### src/rtl/divi_sched_pkg.sv
// Shared types and defaults for the divi_sched divider front end.
// The state encoding and the divide-by-zero quotient pattern live here.
package divi_sched_pkg;

    localparam int DEFAULT_DATA_W  = 32;
    localparam int DEFAULT_NUM_REQ = 4;

    // Bit replicated across DATA_W to form the divide-by-zero quotient (all ones).
    localparam logic DIV_ZERO_Q = 1'b1;

    typedef enum logic [2:0] {
        IDLE   = 3'd0,
        GRANT  = 3'd1,
        LAUNCH = 3'd2,
        SETTLE = 3'd3,
        WAIT   = 3'd4,
        CAPT   = 3'd5,
        RESP   = 3'd6
    } state_t;

endpackage

### src/rtl/divi_rr_arbiter.sv
// Combinational round-robin arbiter: the first active request at or after ptr wins.
// Produces a one-hot grant and the encoded winner index.
module divi_rr_arbiter #(
    parameter int NUM_REQ = 4,
    parameter int IDX_W   = 2
) (
    input  logic [NUM_REQ-1:0] req,
    input  logic [IDX_W-1:0]   ptr,
    output logic [NUM_REQ-1:0] grant,
    output logic [IDX_W-1:0]   idx
);

    logic [IDX_W-1:0] cand [NUM_REQ];
    logic             found;

    // cand[k] is the requester k positions after ptr, wrapped modulo NUM_REQ.
    for (genvar gi = 0; gi < NUM_REQ; gi++) begin : g_cand
        logic [IDX_W:0] sum;
        assign sum      = {1'b0, ptr} + (IDX_W+1)'(gi);
        assign cand[gi] = (sum >= (IDX_W+1)'(NUM_REQ)) ? IDX_W'(sum - (IDX_W+1)'(NUM_REQ))
                                                       : sum[IDX_W-1:0];
    end

    // Scan from the farthest offset down so the nearest active request is the last write.
    always_comb begin
        grant = '0;
        idx   = '0;
        found = 1'b0;
        for (int k = NUM_REQ - 1; k >= 0; k--) begin
            if (req[cand[k]]) begin
                idx   = cand[k];
                found = 1'b1;
            end
        end
        if (found) begin
            grant[idx] = 1'b1;
        end
    end

endmodule

### src/rtl/divi_sched.sv
// divi_sched: shares one operand-triggered iterative divider among NUM_REQ requesters.
// Optional WAIT timeout is compiled in when DIVI_SCHED_TIMEOUT_EN is defined.
module divi_sched
    import divi_sched_pkg::*;
#(
    parameter int NUM_REQ     = DEFAULT_NUM_REQ,
    parameter int DATA_W      = DEFAULT_DATA_W,
    parameter int SETTLE_CYC  = 3,
    parameter int TIMEOUT_CYC = 64
) (
    input  logic                      clk,
    input  logic                      rst_n,
    input  logic [NUM_REQ-1:0]        req_valid,
    output logic [NUM_REQ-1:0]        req_ready,
    input  logic [NUM_REQ*DATA_W-1:0] req_dividend,
    input  logic [NUM_REQ*DATA_W-1:0] req_divisor,
    output logic [NUM_REQ-1:0]        rsp_valid,
    output logic [DATA_W-1:0]         rsp_quotient,
    output logic [DATA_W-1:0]         rsp_remainder,
    output logic                      rsp_err,
    output logic [DATA_W-1:0]         div_dividend,
    output logic [DATA_W-1:0]         div_divisor,
    input  logic                      div_done,
    input  logic [DATA_W-1:0]         div_quotient,
    input  logic [DATA_W-1:0]         div_remainder
);

    localparam int IDX_W = (NUM_REQ > 1) ? $clog2(NUM_REQ) : 1;
`ifdef DIVI_SCHED_TIMEOUT_EN
    localparam int CNT_MAX = (SETTLE_CYC > TIMEOUT_CYC) ? SETTLE_CYC : TIMEOUT_CYC;
`else
    localparam int CNT_MAX = SETTLE_CYC;
`endif
    localparam int                 CNT_W       = $clog2(CNT_MAX + 1);
    localparam logic [CNT_W-1:0]   SETTLE_LAST = CNT_W'(SETTLE_CYC - 1);
`ifdef DIVI_SCHED_TIMEOUT_EN
    localparam logic [CNT_W-1:0]   TIMEOUT_LAST = CNT_W'(TIMEOUT_CYC - 1);
`endif
    localparam logic [DATA_W-1:0]  ZERO_Q   = {DATA_W{DIV_ZERO_Q}};
    localparam logic [IDX_W-1:0]   LAST_IDX = IDX_W'(NUM_REQ - 1);

    if (NUM_REQ < 2 || NUM_REQ > 8 || SETTLE_CYC < 1 || TIMEOUT_CYC < 1) begin : g_param_check
        $error("divi_sched: parameter out of range");
    end

    state_t              state_reg, state_next;
    logic [IDX_W-1:0]    id_reg, ptr_reg;
    logic [CNT_W-1:0]    cnt_reg;
    logic [DATA_W-1:0]   op_dividend_reg, op_divisor_reg;
    logic [DATA_W-1:0]   div_dividend_reg, div_divisor_reg;
    logic                cache_valid_reg;
    logic [DATA_W-1:0]   cache_dividend_reg, cache_divisor_reg;
    logic [DATA_W-1:0]   cache_quotient_reg, cache_remainder_reg;
    logic [DATA_W-1:0]   rsp_quotient_reg, rsp_remainder_reg;
    logic                rsp_err_reg;

    logic [NUM_REQ-1:0]  arb_grant;
    logic [IDX_W-1:0]    arb_idx;
    logic                arb_any;
    logic [DATA_W-1:0]   dividend_arr [NUM_REQ];
    logic [DATA_W-1:0]   divisor_arr  [NUM_REQ];
    logic [DATA_W-1:0]   sel_dividend, sel_divisor;
    logic                sel_zero, sel_hit;

    for (genvar gi = 0; gi < NUM_REQ; gi++) begin : g_unpack
        assign dividend_arr[gi] = req_dividend[gi*DATA_W +: DATA_W];
        assign divisor_arr[gi]  = req_divisor[gi*DATA_W +: DATA_W];
    end

    divi_rr_arbiter #(
        .NUM_REQ (NUM_REQ),
        .IDX_W   (IDX_W)
    ) u_arb (
        .req   (req_valid),
        .ptr   (ptr_reg),
        .grant (arb_grant),
        .idx   (arb_idx)
    );

    assign arb_any      = |arb_grant;
    assign sel_dividend = dividend_arr[id_reg];
    assign sel_divisor  = divisor_arr[id_reg];
    assign sel_zero     = (sel_divisor == '0);
    // The divider will not restart on unchanged operands, so a repeat must be served locally.
    assign sel_hit      = cache_valid_reg && (sel_dividend == cache_dividend_reg)
                                          && (sel_divisor  == cache_divisor_reg);

    always_ff @(posedge clk or negedge rst_n) begin
        if (!rst_n) begin
            state_reg <= IDLE;
        end else begin
            state_reg <= state_next;
        end
    end

    always_comb begin
        state_next = state_reg;
        req_ready  = '0;
        rsp_valid  = '0;
        case (state_reg)
            IDLE: begin
                if (arb_any) begin
                    state_next = GRANT;
                end
            end
            GRANT: begin
                if (!req_valid[id_reg]) begin
                    state_next = IDLE;
                end else begin
                    req_ready[id_reg] = 1'b1;
                    state_next = (sel_zero || sel_hit) ? RESP : LAUNCH;
                end
            end
            LAUNCH: state_next = SETTLE;
            SETTLE: begin
                if (cnt_reg == SETTLE_LAST) begin
                    state_next = WAIT;
                end
            end
            WAIT: begin
                if (div_done) begin
                    state_next = CAPT;
                end
`ifdef DIVI_SCHED_TIMEOUT_EN
                else if (cnt_reg == TIMEOUT_LAST) begin
                    state_next = RESP;
                end
`endif
            end
            CAPT: state_next = RESP;
            RESP: begin
                rsp_valid[id_reg] = 1'b1;
                state_next = IDLE;
            end
            default: state_next = IDLE;
        endcase
    end

    always_ff @(posedge clk or negedge rst_n) begin
        if (!rst_n) begin
            id_reg              <= '0;
            ptr_reg             <= '0;
            cnt_reg             <= '0;
            op_dividend_reg     <= '0;
            op_divisor_reg      <= '0;
            div_dividend_reg    <= '0;
            div_divisor_reg     <= '0;
            cache_valid_reg     <= 1'b0;
            cache_dividend_reg  <= '0;
            cache_divisor_reg   <= '0;
            cache_quotient_reg  <= '0;
            cache_remainder_reg <= '0;
            rsp_quotient_reg    <= '0;
            rsp_remainder_reg   <= '0;
            rsp_err_reg         <= 1'b0;
        end else begin
            case (state_reg)
                IDLE: begin
                    if (arb_any) begin
                        id_reg <= arb_idx;
                    end
                end
                GRANT: begin
                    if (req_valid[id_reg]) begin
                        ptr_reg         <= (id_reg == LAST_IDX) ? '0 : id_reg + 1'b1;
                        op_dividend_reg <= sel_dividend;
                        op_divisor_reg  <= sel_divisor;
                        if (sel_zero) begin
                            rsp_quotient_reg  <= ZERO_Q;
                            rsp_remainder_reg <= sel_dividend;
                            rsp_err_reg       <= 1'b1;
                        end else if (sel_hit) begin
                            rsp_quotient_reg  <= cache_quotient_reg;
                            rsp_remainder_reg <= cache_remainder_reg;
                            rsp_err_reg       <= 1'b0;
                        end
                    end
                end
                LAUNCH: begin
                    div_dividend_reg <= op_dividend_reg;
                    div_divisor_reg  <= op_divisor_reg;
                    cnt_reg          <= '0;
                end
                SETTLE: begin
                    cnt_reg <= (cnt_reg == SETTLE_LAST) ? '0 : cnt_reg + 1'b1;
                end
`ifdef DIVI_SCHED_TIMEOUT_EN
                WAIT: begin
                    cnt_reg <= cnt_reg + 1'b1;
                    if (!div_done && cnt_reg == TIMEOUT_LAST) begin
                        rsp_quotient_reg  <= '0;
                        rsp_remainder_reg <= '0;
                        rsp_err_reg       <= 1'b1;
                        cache_valid_reg   <= 1'b0;
                    end
                end
`endif
                CAPT: begin
                    rsp_quotient_reg    <= div_quotient;
                    rsp_remainder_reg   <= div_remainder;
                    rsp_err_reg         <= 1'b0;
                    cache_valid_reg     <= 1'b1;
                    cache_dividend_reg  <= op_dividend_reg;
                    cache_divisor_reg   <= op_divisor_reg;
                    cache_quotient_reg  <= div_quotient;
                    cache_remainder_reg <= div_remainder;
                end
                default: ;
            endcase
        end
    end

    assign div_dividend  = div_dividend_reg;
    assign div_divisor   = div_divisor_reg;
    assign rsp_quotient  = rsp_quotient_reg;
    assign rsp_remainder = rsp_remainder_reg;
    assign rsp_err       = rsp_err_reg;

endmodule

### config.mk
export PLATFORM = sky130hd
export DESIGN_NAME = divi_sched
export DESIGN_NICKNAME = d
export VERILOG_FILES = /design/src/rtl/divi_sched_pkg.sv /design/src/rtl/divi_rr_arbiter.sv /design/src/rtl/divi_sched.sv
export SDC_FILE = /design/constraint.sdc
export NUM_CORES = 1
export LEC_CHECK = 0
export ABC_AREA = 1
export ABC_CLOCK_PERIOD_IN_PS = 7200
export CAP_MARGIN = 25
export CORE_MARGIN = 3
export CORE_UTILIZATION = 50
export CTS_BUF_LIST = sky130_fd_sc_hd__clkbuf_8
export CTS_CLUSTER_DIAMETER = 200
export DETAILED_ROUTE_END_ITERATION = 8
export GPL_ROUTABILITY_DRIVEN = 0
export PLACE_DENSITY = 0.88
export SETUP_SLACK_MARGIN = 0.3
export SLEW_MARGIN = 10
export SYNTH_ARGS = -nofsm -noshare
export SYNTH_HDL_FRONTEND = slang
export SYNTH_SLANG_ARGS = --single-unit
### constraint.sdc
create_clock -name clk -period 7.2 [get_ports clk]
set_input_delay 1.44 -clock clk [delete_from_list [all_inputs] [get_ports clk]]
set_output_delay 1.44 -clock clk [all_outputs]
set_load 0.02 [all_outputs]
# After elaboration in Yosys (flattened, before gate mapping)

Cells that the tools add are included.

Bits in registers: 331
Bits of input ports: 327
Output and inout port bits: 137
Logic and storage cells: 125

Add/subtract/negate cells: 9
Order comparisons: 13
Equal/unequal tests: 15
Mux-type cells: 57
Bitwise logic cells: 1
Reductions and logical operators: 14

Operators with widths:

| kind                                                 | count |
|---|---|
| 2-to-1 mux 32 bit                                    | 10 |
| binary-select mux 32 bit (select 2 bit)              | 2 |
| one-hot mux 32 bit (2 select lines)                  | 2 |
| equality test 32 bit                                 | 2 |
| zero test 32 bit                                     | 1 |
| 2-to-1 mux 2 bit                                     | 10 |
| < comparator 2 x 3 -> 1 bit (second input constant)  | 6 |
| one-hot mux 3 bit (6 select lines)                   | 1 |
| 2-to-1 mux 4 bit                                     | 4 |
| 2-to-1 mux 3 bit                                     | 5 |
| 2-to-1 mux 1 bit                                     | 14 |
| >= comparator 3 bit (second input constant)          | 4 |
| binary-select mux 1 bit (select 2 bit)               | 5 |
| equality test 3 bit (second input constant)          | 3 |
| inequality test 2 bit (second input constant)        | 4 |
| subtractor 2 x 1 -> 2 bit (second input constant)    | 4 |
| adder 2 x 2 -> 3 bit (second input constant)         | 2 |
| equality test 3 x 2 -> 1 bit (second input constant) | 2 |
| AND reduction 3 bit                                  | 2 |
| adder 2 x 1 -> 2 bit (second input constant)         | 2 |
| demux 1 bit (select 2 bit)                           | 2 |
| equality test 2 bit (second input constant)          | 2 |
| >= comparator 2 x 1 -> 1 bit (second input constant) | 2 |
| logical AND 1 bit                                    | 4 |
| other kinds (12)                                     | 14 |

# Longest topological paths before layout

Depth after elaboration: 17
Gate-level depth with buffers: 21
Mapped depth without buffers: 17

# Modules after synthesis

From an unflattened synthesis, not the netlist that was laid out.

Cell total of the unflattened synthesis: 2210
Area total of the unflattened synthesis: 16572.1 um2

Modules (own cells, without submodules):

| module          | instances | cells each | area an instance (um2) | sequential area each (um2) |
|---|---|---|---|---|
| divi_sched      | 1         | 2155       | 16330.7                | 8282.9 |
| divi_rr_arbiter | 1         | 55         | 241.5                  | 0.0 |

# Worst setup path after synthesis

Ideal clock, no wire load.

Path kind: in2out
From: input req_valid[1]
To: output req_ready[0]
Data arrival time: 2.564 ns
Data required time: 5.760 ns
Path slack: 3.196 ns
Stages: 8
Path buffers: 2
Cells stage by stage: inv_1 a21oi_1 o21ai_0 nand2_1 nand2_1 clkbuf_1 clkbuf_1 nor2_1

Word-level cells in the longest chain between the ends: 4

RTL lines:

| element                                | line              | text |
|---|---|---|
| start: declaration                     | divi_sched.sv:13  | `input logic [NUM_REQ-1:0] req_valid,` |
| binary-select mux 1 bit (select 2 bit) | divi_sched.sv:107 | `if (!req_valid[id_reg]) begin` |
| 2-to-1 mux 1 bit (implied by the code) | divi_sched.sv:107 |  |
| 2-to-1 mux 4 bit                       | divi_sched.sv:107 |  |
| 2-to-1 mux 4 bit                       | divi_sched.sv:100 | `case (state_reg)` |
| end: declaration                       | divi_sched.sv:14  | `output logic [NUM_REQ-1:0] req_ready,` |

No other way between the ends. The select of a mux whose other input is x is not followed.

# Worst setup path after layout

From: input req_valid[1]
To: output req_ready[3]

The elaborated chain is that of the path after synthesis.

==> impl_metrics.csv <==
group,metric,value,unit
global_route,grt_pass1_vias,16500,
cts,cts_setup_buffers,0,
yosys,syn_avg_cell_area,7.52,um^2
cells_and_area,final_cell_area,22600,um^2
cts,cts_hold_repair.buffers,0,
yosys,synthesis.area,16600,um^2
drt,drtIter0Drc,1661,
power_and_ir_drop,leakage,0.0112,uW
drt,wl,58100,um
sta,timing.final.crit_period,4.91,ns
floorplan,die_y,188,um
floorplan,dieArea,35400,um^2
cts,cts_tree,"yes",
sta,finalHoldViolations,0,
yosys,synthDistinctLibCells,25,
sta,final-max-slew-violation-count,0,
yosys,syn_inst,2206,
place,dpl-instance-area,21300,um^2
place,hpwl,41600,um
yosys,synth_top_area_cell,"dfrtp_1",
sta,grt_setup_unrepaired,"false",
floorplan,coreArea,32600,um^2
global_route,grt_pass1_wl,90300,um
sta,finalCritPeriodShare,68.2,%
critical_path,cp_data_required_time,5.76,ns
power_and_ir_drop,power_frac_comb,50.4,%
floorplan,num_rows,66,
critical_path,endpoint_kind,"output pin",
global_route,grt_use_total,32.0,%
drt,antenna_left,0,
critical_path,cp_max_fo,40,
cts,cts_resized,0,
drt,vias,17100,
drt,drt-pass1-iter-count,5,
power_and_ir_drop,peakVddDrop,0.226,mV
critical_path,worstPathArrival,3.47,ns
cts,cts_buffer_depth,3,
sta,slew_headroom,23.6,%
sta,worst_slew_pin_slew,1.15,ns
global_route,grt_max_degree,185,
yosys,ys_seq_area_share,49.9,%
drt,vias_per_cell,5.52,
global_route,antenna_found_initial,5,
cts,clock_sinks,331,
yosys,ys_ff_latch,331,
critical_path,startpoint_type,"input pin",
floorplan,start_util,50.9,%
power_and_ir_drop,power_frac_clock,17.1,%
critical_path,worstSetupPathType,"input pin to output pin",
cts,clkTransAtPathRegs,0.06,ns
power_and_ir_drop,switchingPower,4600,uW
cts,h-tree-depth,2,
yosys,synth_top_area_share,49.9,%
yosys,synth_fp_nets,2537,
sta,tns,0,ns
cells_and_area,area_growth,35.9,%
global_route,gr-total-overflow,0,
drt,wl_per_cell,18.7,um
floorplan,fp.dieW,188,um
cts,cts_buffers,55,
power_and_ir_drop,p_int,5600,uW
cts,clock_latency,0.60,ns
yosys,synth_edf_count,0,
sta,finClkSkew,0.0310,ns
power_and_ir_drop,power_frac_seq,32.5,%
sta,setup-violations-final,0,
cells_and_area,layout-drive-gt1-share,6.33,%
drt,drc,0,
floorplan,io-pin-count,464,
job,cap_violations,0,
power_and_ir_drop,swShare,45.1,%
yosys,ys_warn_count,0,
worst_hold_path,hold_class,"flop to flop",
cts,root_buffer,"clkbuf_8",
yosys,synth_area_leaders,"dfrtp_1, nand2_1, nand3_1",
sta,fmax,204,MHz
power_and_ir_drop,power_density,452,nW/um^2
run_status,outcome,"completed",
yosys,yosys_most_used_dff,"dfrtp_1",
yosys,async_flop_share,100,%
cells_and_area,nets,2945,
place,numPortBuffers,463,
final timing paths:
path,startpoint,depth (start not counted),slack (ns),end
max,req_valid[1],8,2.29,req_ready[3]
min,cache_remainder_reg[22],2,0.46,cache_remainder_reg[22]
max reg2reg,id_reg[0],20,2.51,rsp_remainder[2]
min reg2reg,cache_remainder_reg[22],2,0.46,cache_remainder_reg[22]
max in group asynchronous,rst_n,2,4.65,cache_remainder_reg[14]
min in group asynchronous,rst_n,1,0.92,div_divisor[20]
layout by cell type, fill, tap and decap left out, types with 2 or more instances in the layout:
cell,n
mux2_2,48
nand3_2,2
inv_4,2
nand2_1,1039
nand3_1,309
nand4_1,8
bufinv_16,2
nand2_2,2
nor3_1,3
ha_1,4
clkdlybuf4s50_1,462
xor2_1,12
buf_4,14
buf_16,2
o21ai_0,164
nor2_1,53
nor3_4,2
a21oi_1,3
clkbuf_8,73
dfrtp_1,329
nand3b_1,2
diode_2,3
clkinv_2,10
nand2_4,2
inv_1,93
kinds of logic (layout without fill, tap and decap cells):
kind of cell	Yosys count	after routing	synth area share [%]
AND/OR/NAND/NOR	1425	1425	35.0
flip-flops	331	331	49.9
buffers and inverters	216	663	5.78
AO/OA/AOI/OAI	170	170	5.18
multiplexers	48	48	3.26
XOR/XNOR	12	12	0.633
adder cells (fa/ha/maj)	4	4	0.302
other	0	3	0
synth_stat cells, types with 2 or more instances:
cell type / n
clkbuf_1: 64
buf_6: 9
dfrtp_1: 331
a21oi_1: 3
o21ai_0: 164
nand3_1: 311
ha_1: 4
nand3b_1: 2
nor3_4: 2
mux2_2: 48
buf_4: 8
inv_2: 2
buf_2: 41
buf_1: 7
nor3_1: 4
nand2_1: 1043
nand4_1: 8
xor2_1: 12
nor2_1: 53
inv_1: 85
through the flow:
| stage | hold slack [ns] | setup slack [ns] | utilization, % | cells | power, uW |
|---|---|---|---|---|---|
| floorplan | 0.436 | 3.20 | - | 2206 | 6410 |
| global placement | 0.448 | 2.38 | 65.4 | 2997 | 8140 |
| detailed placement | 0.453 | 2.29 | 65.4 | 2997 | 8360 |
| CTS | 0.467 | 2.30 | 69.0 | 3093 | 10100 |
| global route | 0.477 | 2.15 | 69.2 | 3098 | 10900 |
| finish | 0.462 | 2.29 | 69.2 | 3098 | 10200 |
metal layers:
| metal | vias to the layer above | share of wire [%] | global-route usage [%] |
|---|---|---|---|
| met1 | 8198 | 40 | 43.3 |
| met5 | - | 0.046 | 0 |
| met3 | 116 | 9.4 | 6.16 |
| met2 | 920 | 48 | 52.4 |
| met4 | 4 | 3.2 | 10.0 |
| li1 | 7866 | - | - |
power by group through the flow:
stage / Sequential, uW / Combinational [uW] / Clock, uW
detailed placement: 3310 / 5050 / 0
CTS: 3300 / 5090 / 1750
global placement: 3280 / 4860 / 0
finish: 3320 / 5140 / 1740
global route: 3400 / 5660 / 1840
floorplan: 3520 / 2890 / 0
layout make-up:
| cell class | count | area, um^2 |
|---|---|---|
| Multi-Input combinational cell | 1659 | 7390 |
| Inverter | 87 | 332 |
| Tap cell | 442 | 553 |
| Sequential cell | 331 | 8290 |
| Antenna cell | 3 | 7.51 |
| Timing Repair Buffer | 480 | 4820 |
| Clock buffer | 73 | 1000 |
| Clock inverter | 23 | 160 |
| Fill cell | 2477 | 10100 |
worst max-delay path: stages:
cell             delay, ns
clkdlybuf4s50_1       0.48
inv_1                 0.07
a21oi_1               0.11
o21ai_0               0.10
nand2_1               0.14
nand2_4               0.25
nor2_1                0.24
clkdlybuf4s50_1       0.64
(Power assumes the default switching activity.)
==> patch 1, RTL diff (same flow settings) <==
Build with the macro `DIVI_SCHED_TIMEOUT_EN` defined.
--- a/src/rtl/divi_sched.sv
+++ b/src/rtl/divi_sched.sv
@@ -1,5 +1,7 @@
 // divi_sched: shares one operand-triggered iterative divider among NUM_REQ requesters.
 // Optional WAIT timeout is compiled in when DIVI_SCHED_TIMEOUT_EN is defined.
+`define DIVI_SCHED_TIMEOUT_EN
+
 module divi_sched
     import divi_sched_pkg::*;
 #(
Function: no difference found for any inputs over 4 cycles, from zero or initial values and one cycle with rst_n low; that may be too few to reach the edited logic, so the function may still have changed.
==> patch 1 against the original RTL <==
  * Wire length grew 5.3%
  * Clock power shrank 8%
  * Hold slack gained 0.0092 ns
  * Synthesized area grew 2.7%
  * Worst setup slack lost 0.50 ns
  * Sequential cell count grew 5
  * Total power grew 1.1%
  * Final area grew 2.2%
  * Synthesized cell count grew 6.3%
  * Largest power group unchanged
==> patch 1: results <==
export IMPL_path_max_fanout=66
export IMPL_grt_use_total=0.3276
export IMPL_place_area_mm2=0.02191
export IMPL_ys_seq_area_frac=0.4930
export IMPL_finish_cell_count_without_fillers=3244
export IMPL_drive_gt1_frac=0.04228
export IMPL_postSynthAreaPerCell_um2=7.272
export IMPL_arrival_ns=5.87
export IMPL_dp_slack_ns=1.465
export IMPL_crit_family="simple AND/OR/NAND/NOR gates"
export IMPL_hp_start="div_dividend[25]$_DFFE_PN0P_"
export IMPL_min_path_type="flip-flop to flip-flop"
export IMPL_maxSlewHeadroom=0.4060
export IMPL_grt_antenna_before_repair=6
export IMPL_critical_path_slowest_cell="buf_4"
export IMPL_fmax_mhz=184.8
export IMPL_r2r_slack_ns=1.79
export IMPL_hold_ws_ns=0.4716
export IMPL_switching_power_mw=4.854
export IMPL_synthMuxAreaShare=0
export IMPL_fin_skew_ns=0.04538
export IMPL_outcome="finished, final reports clean"
export IMPL_p_leak_nw=11.34
export IMPL_endpoint="rsp_remainder[8]$_DFFE_PN0P_"
export IMPL_routed_via_density=5.496
export IMPL_holdPathEnd="div_dividend[25]$_DFFE_PN0P_"
export IMPL_firstDrtPassIters=7
export IMPL_reg2reg_from="id_reg[1]$_DFFE_PN0P_"
export IMPL_synth_distinct_cells=31
export IMPL_grt_pass1_wl_um=93720
export IMPL_ys_top_cells_by_count="nand2_1, dfrtp_1, nand3_1, o21ai_0, inv_1"
export IMPL_hpwl_um=44410
export IMPL_ir_drop_uv=346.4
export IMPL_syn_nets=2678
export IMPL_slowest_delay_ns=0.60
export IMPL_drtIter0Drc=2043
export IMPL_clock_path_buffers=3
export IMPL_synthTopCellsByArea="dfrtp_1, nand2_1, nand3_1"
export IMPL_drt_total_wl_um=61160
export IMPL_crit_type="flip-flop to flip-flop"
export IMPL_start_util=0.5073
export IMPL_first_global_vias=17194
export IMPL_fillers=2667
export IMPL_synth_compound_area_frac=0.08951
export IMPL_grt_max_degree=116
export IMPL_dp_cells=3139
export IMPL_synth_xor_area_share=0.006676
[patch 1: power by group through the flow]
stage / clock network, mW / registers [mW] / logic (mW)
6_report: 1.60 / 3.28 / 5.44
5_1_grt: 1.70 / 3.37 / 6.00
4_1_cts: 1.62 / 3.26 / 5.37
3_5_place_dp: 0 / 3.28 / 5.33
3_3_place_gp: 0 / 3.25 / 5.13
2_1_floorplan: 0 / 3.54 / 2.96
[patch 1: area by class of cell]
class,instances,area (µm²),share of cell area
antenna,5,12.51,0.0005426
clock buffer,66,908.4,0.03939
clock inverter,31,146.4,0.006349
inverter,159,600.6,0.02605
multi-input combinational,1712,7505,0.3255
sequential,336,8413,0.3649
tap,448,560.5,0.02431
timing repair buffer,487,4912,0.2130
[patch 1: metal layers]
metal	vias to the layer above	GRT usage	routed length, µm
met5	-	0	20
met4	2	0.1566	3248
met3	174	0.06544	5762
met2	1031	0.5203	28100
met1	8312	0.4336	24030
li1	8310	-	-
==> patch 2, RTL diff (same flow settings) <==
Without the edit above. Register the input `req_dividend` before use, with the module's reset. The logic sees it one clock later. The other inputs are not delayed to match.
--- a/src/rtl/divi_sched.sv
+++ b/src/rtl/divi_sched.sv
@@ -39,6 +39,16 @@
     localparam logic [DATA_W-1:0]  ZERO_Q   = {DATA_W{DIV_ZERO_Q}};
     localparam logic [IDX_W-1:0]   LAST_IDX = IDX_W'(NUM_REQ - 1);
 
+    logic [NUM_REQ*DATA_W-1:0] req_dividend_q;
+
+    always_ff @(posedge clk or negedge rst_n) begin
+        if (!rst_n) begin
+            req_dividend_q <= '0;
+        end else begin
+            req_dividend_q <= req_dividend;
+        end
+    end
+
     if (NUM_REQ < 2 || NUM_REQ > 8 || SETTLE_CYC < 1 || TIMEOUT_CYC < 1) begin : g_param_check
         $error("divi_sched: parameter out of range");
     end
@@ -63,7 +73,7 @@
     logic                sel_zero, sel_hit;
 
     for (genvar gi = 0; gi < NUM_REQ; gi++) begin : g_unpack
-        assign dividend_arr[gi] = req_dividend[gi*DATA_W +: DATA_W];
+        assign dividend_arr[gi] = req_dividend_q[gi*DATA_W +: DATA_W];
         assign divisor_arr[gi]  = req_divisor[gi*DATA_W +: DATA_W];
     end
 
Formal check against the unedited RTL: not equivalent (Yosys sat finds a counterexample within 4 cycles, from zero or initial values and one cycle with rst_n low).
==> patch 2 against the original RTL <==
  * Synthesized area increased by 19%
  * Synthesized cell count grew 5.0%
  * Final area up 16%
  * Total power up 12%
  * Combinational power about the same
  * Sequential cell count grew 128
  * Worst setup slack got worse by 0.29 ns
  * Die area increased by 18%
  * Global-route usage down 2.9 points
  * Sequential power rose by 20%
  * Wire length grew 5.6%
==> patch 2: results <==
export IMPL_ys_seq_area_frac=0.5829
export IMPL_critical_path_slowest_cell="inv_4"
export IMPL_hpwl_um=42560
export IMPL_p_leak_nw=12.85
export IMPL_drive_gt1_frac=0.06740
export IMPL_grt_antenna_before_repair=1
export IMPL_wl_met1_um=24020
export IMPL_outcome="finished, final reports clean"
export IMPL_ys_top_cells_by_count="nand2_1, dfrtp_1, nand3_1, o21ai_0, inv_1"
export IMPL_drtIter0Drc=1482
export IMPL_path_max_fanout=85
export IMPL_finish_cell_count_without_fillers=3325
export IMPL_routed_via_density=5.364
export IMPL_min_path_type="flip-flop to flip-flop"
export IMPL_top_layer_used="met4"
export IMPL_synthTopCellsByArea="dfrtp_1, nand2_1, nand3_1"
export IMPL_ir_drop_uv=228.9
export IMPL_met3WireLength_um=4901
export IMPL_arrival_ns=3.77
export IMPL_synth_distinct_cells=28
export IMPL_grt_pass1_wl_um=95170
export IMPL_hold_ws_ns=0.4649
export IMPL_syn_nets=2648
export IMPL_final_nets=3081
export IMPL_grt_max_degree=163
export IMPL_postSynthAreaPerCell_um2=8.505
export IMPL_clk_latency_ns=0.64
export IMPL_clockRootBuffer="clkbuf_8"
export IMPL_cts_max_level=3
export IMPL_r2r_slack_ns=2.29
export IMPL_firstDrtPassIters=6
export IMPL_intPower_mw=6.575
export IMPL_numCtsBuffers=76
export IMPL_grt_use_total=0.2909
export IMPL_wl_met2_um=29880
export IMPL_fin_skew_ns=0.03532
export IMPL_dp_cells=3188
export IMPL_worst_pin_slew_ns=0.9335
export IMPL_first_global_vias=17801
export IMPL_drt_total_wl_um=61350
export IMPL_crit_family="buffers and inverters"
patch 2: worst min-delay path, delay by kind of cell (launching register included):
kind	cells	cell delay (ns)
simple gates	2	0.12
flops	1	0.32
patch 2: worst paths after layout:
check                                                        start                                  to  cells past startpoint
worst max register to register               id_reg[0]$_DFFE_PN0P_       rsp_remainder[30]$_DFFE_PN0P_                     19
worst min-delay path            cache_remainder_reg[4]$_DFFE_PN0P_  cache_remainder_reg[4]$_DFFE_PN0P_                      2
worst min register to register  cache_remainder_reg[4]$_DFFE_PN0P_  cache_remainder_reg[4]$_DFFE_PN0P_                      2
worst max-delay path                         id_reg[0]$_DFFE_PN0P_                        req_ready[2]                      7
max in group asynchronous                                    rst_n       rsp_remainder[13]$_DFFE_PN0P_                      2
min in group asynchronous                                    rst_n        req_dividend_q[86]$_DFF_PN0_                      1
patch 2: per-stage QoR:
stage / area [µm²] / setup slack, ns
CTS: 26100 / 1.962
global placement: 24510 / 2.148
detailed placement: 24560 / 2.149
floorplan: 19710 / 3.186
global route: 26160 / 1.746
finish: 26170 / 1.994
patch 2: final cells by class:
cell class              instances  area [µm²]
clock inverters                38       247.7
repair buffers                482        4892
clock buffers                  94        1294
multi-input cells            1646        7262
flip-flops and latches        459       11490
inverters                      85       324.1
diodes                          3       7.507
fillers                      2862       12660
well taps                     518       648.1
patch 2: per-layer routing:
metal,vias to the layer above,GRT usage
li1,8228,-
met1,8544,0.3724
met2,891,0.4826
met3,173,0.06309
met4,0,0.1214
met5,-,0
patch 2: cells by family after synthesis:
family / count (synthesis) / share of synthesized area
buf+inv: 212 / 0.05029
simple gates: 1398 / 0.2853
compound gates: 186 / 0.04756
flops: 459 / 0.5829
mux: 45 / 0.02571
fa+ha+maj: 4 / 0.002540
xor+xnor: 13 / 0.005778
patch 2: power by group through the flow:
stage / registers (mW) / logic [mW] / clock network (mW)
global placement: 3.97 / 4.86 / 0
detailed placement: 4.01 / 5.06 / 0
floorplan: 4.25 / 2.86 / 0
finish: 3.99 / 5.13 / 2.31
global route: 4.08 / 5.65 / 2.46
CTS: 3.98 / 5.10 / 2.35
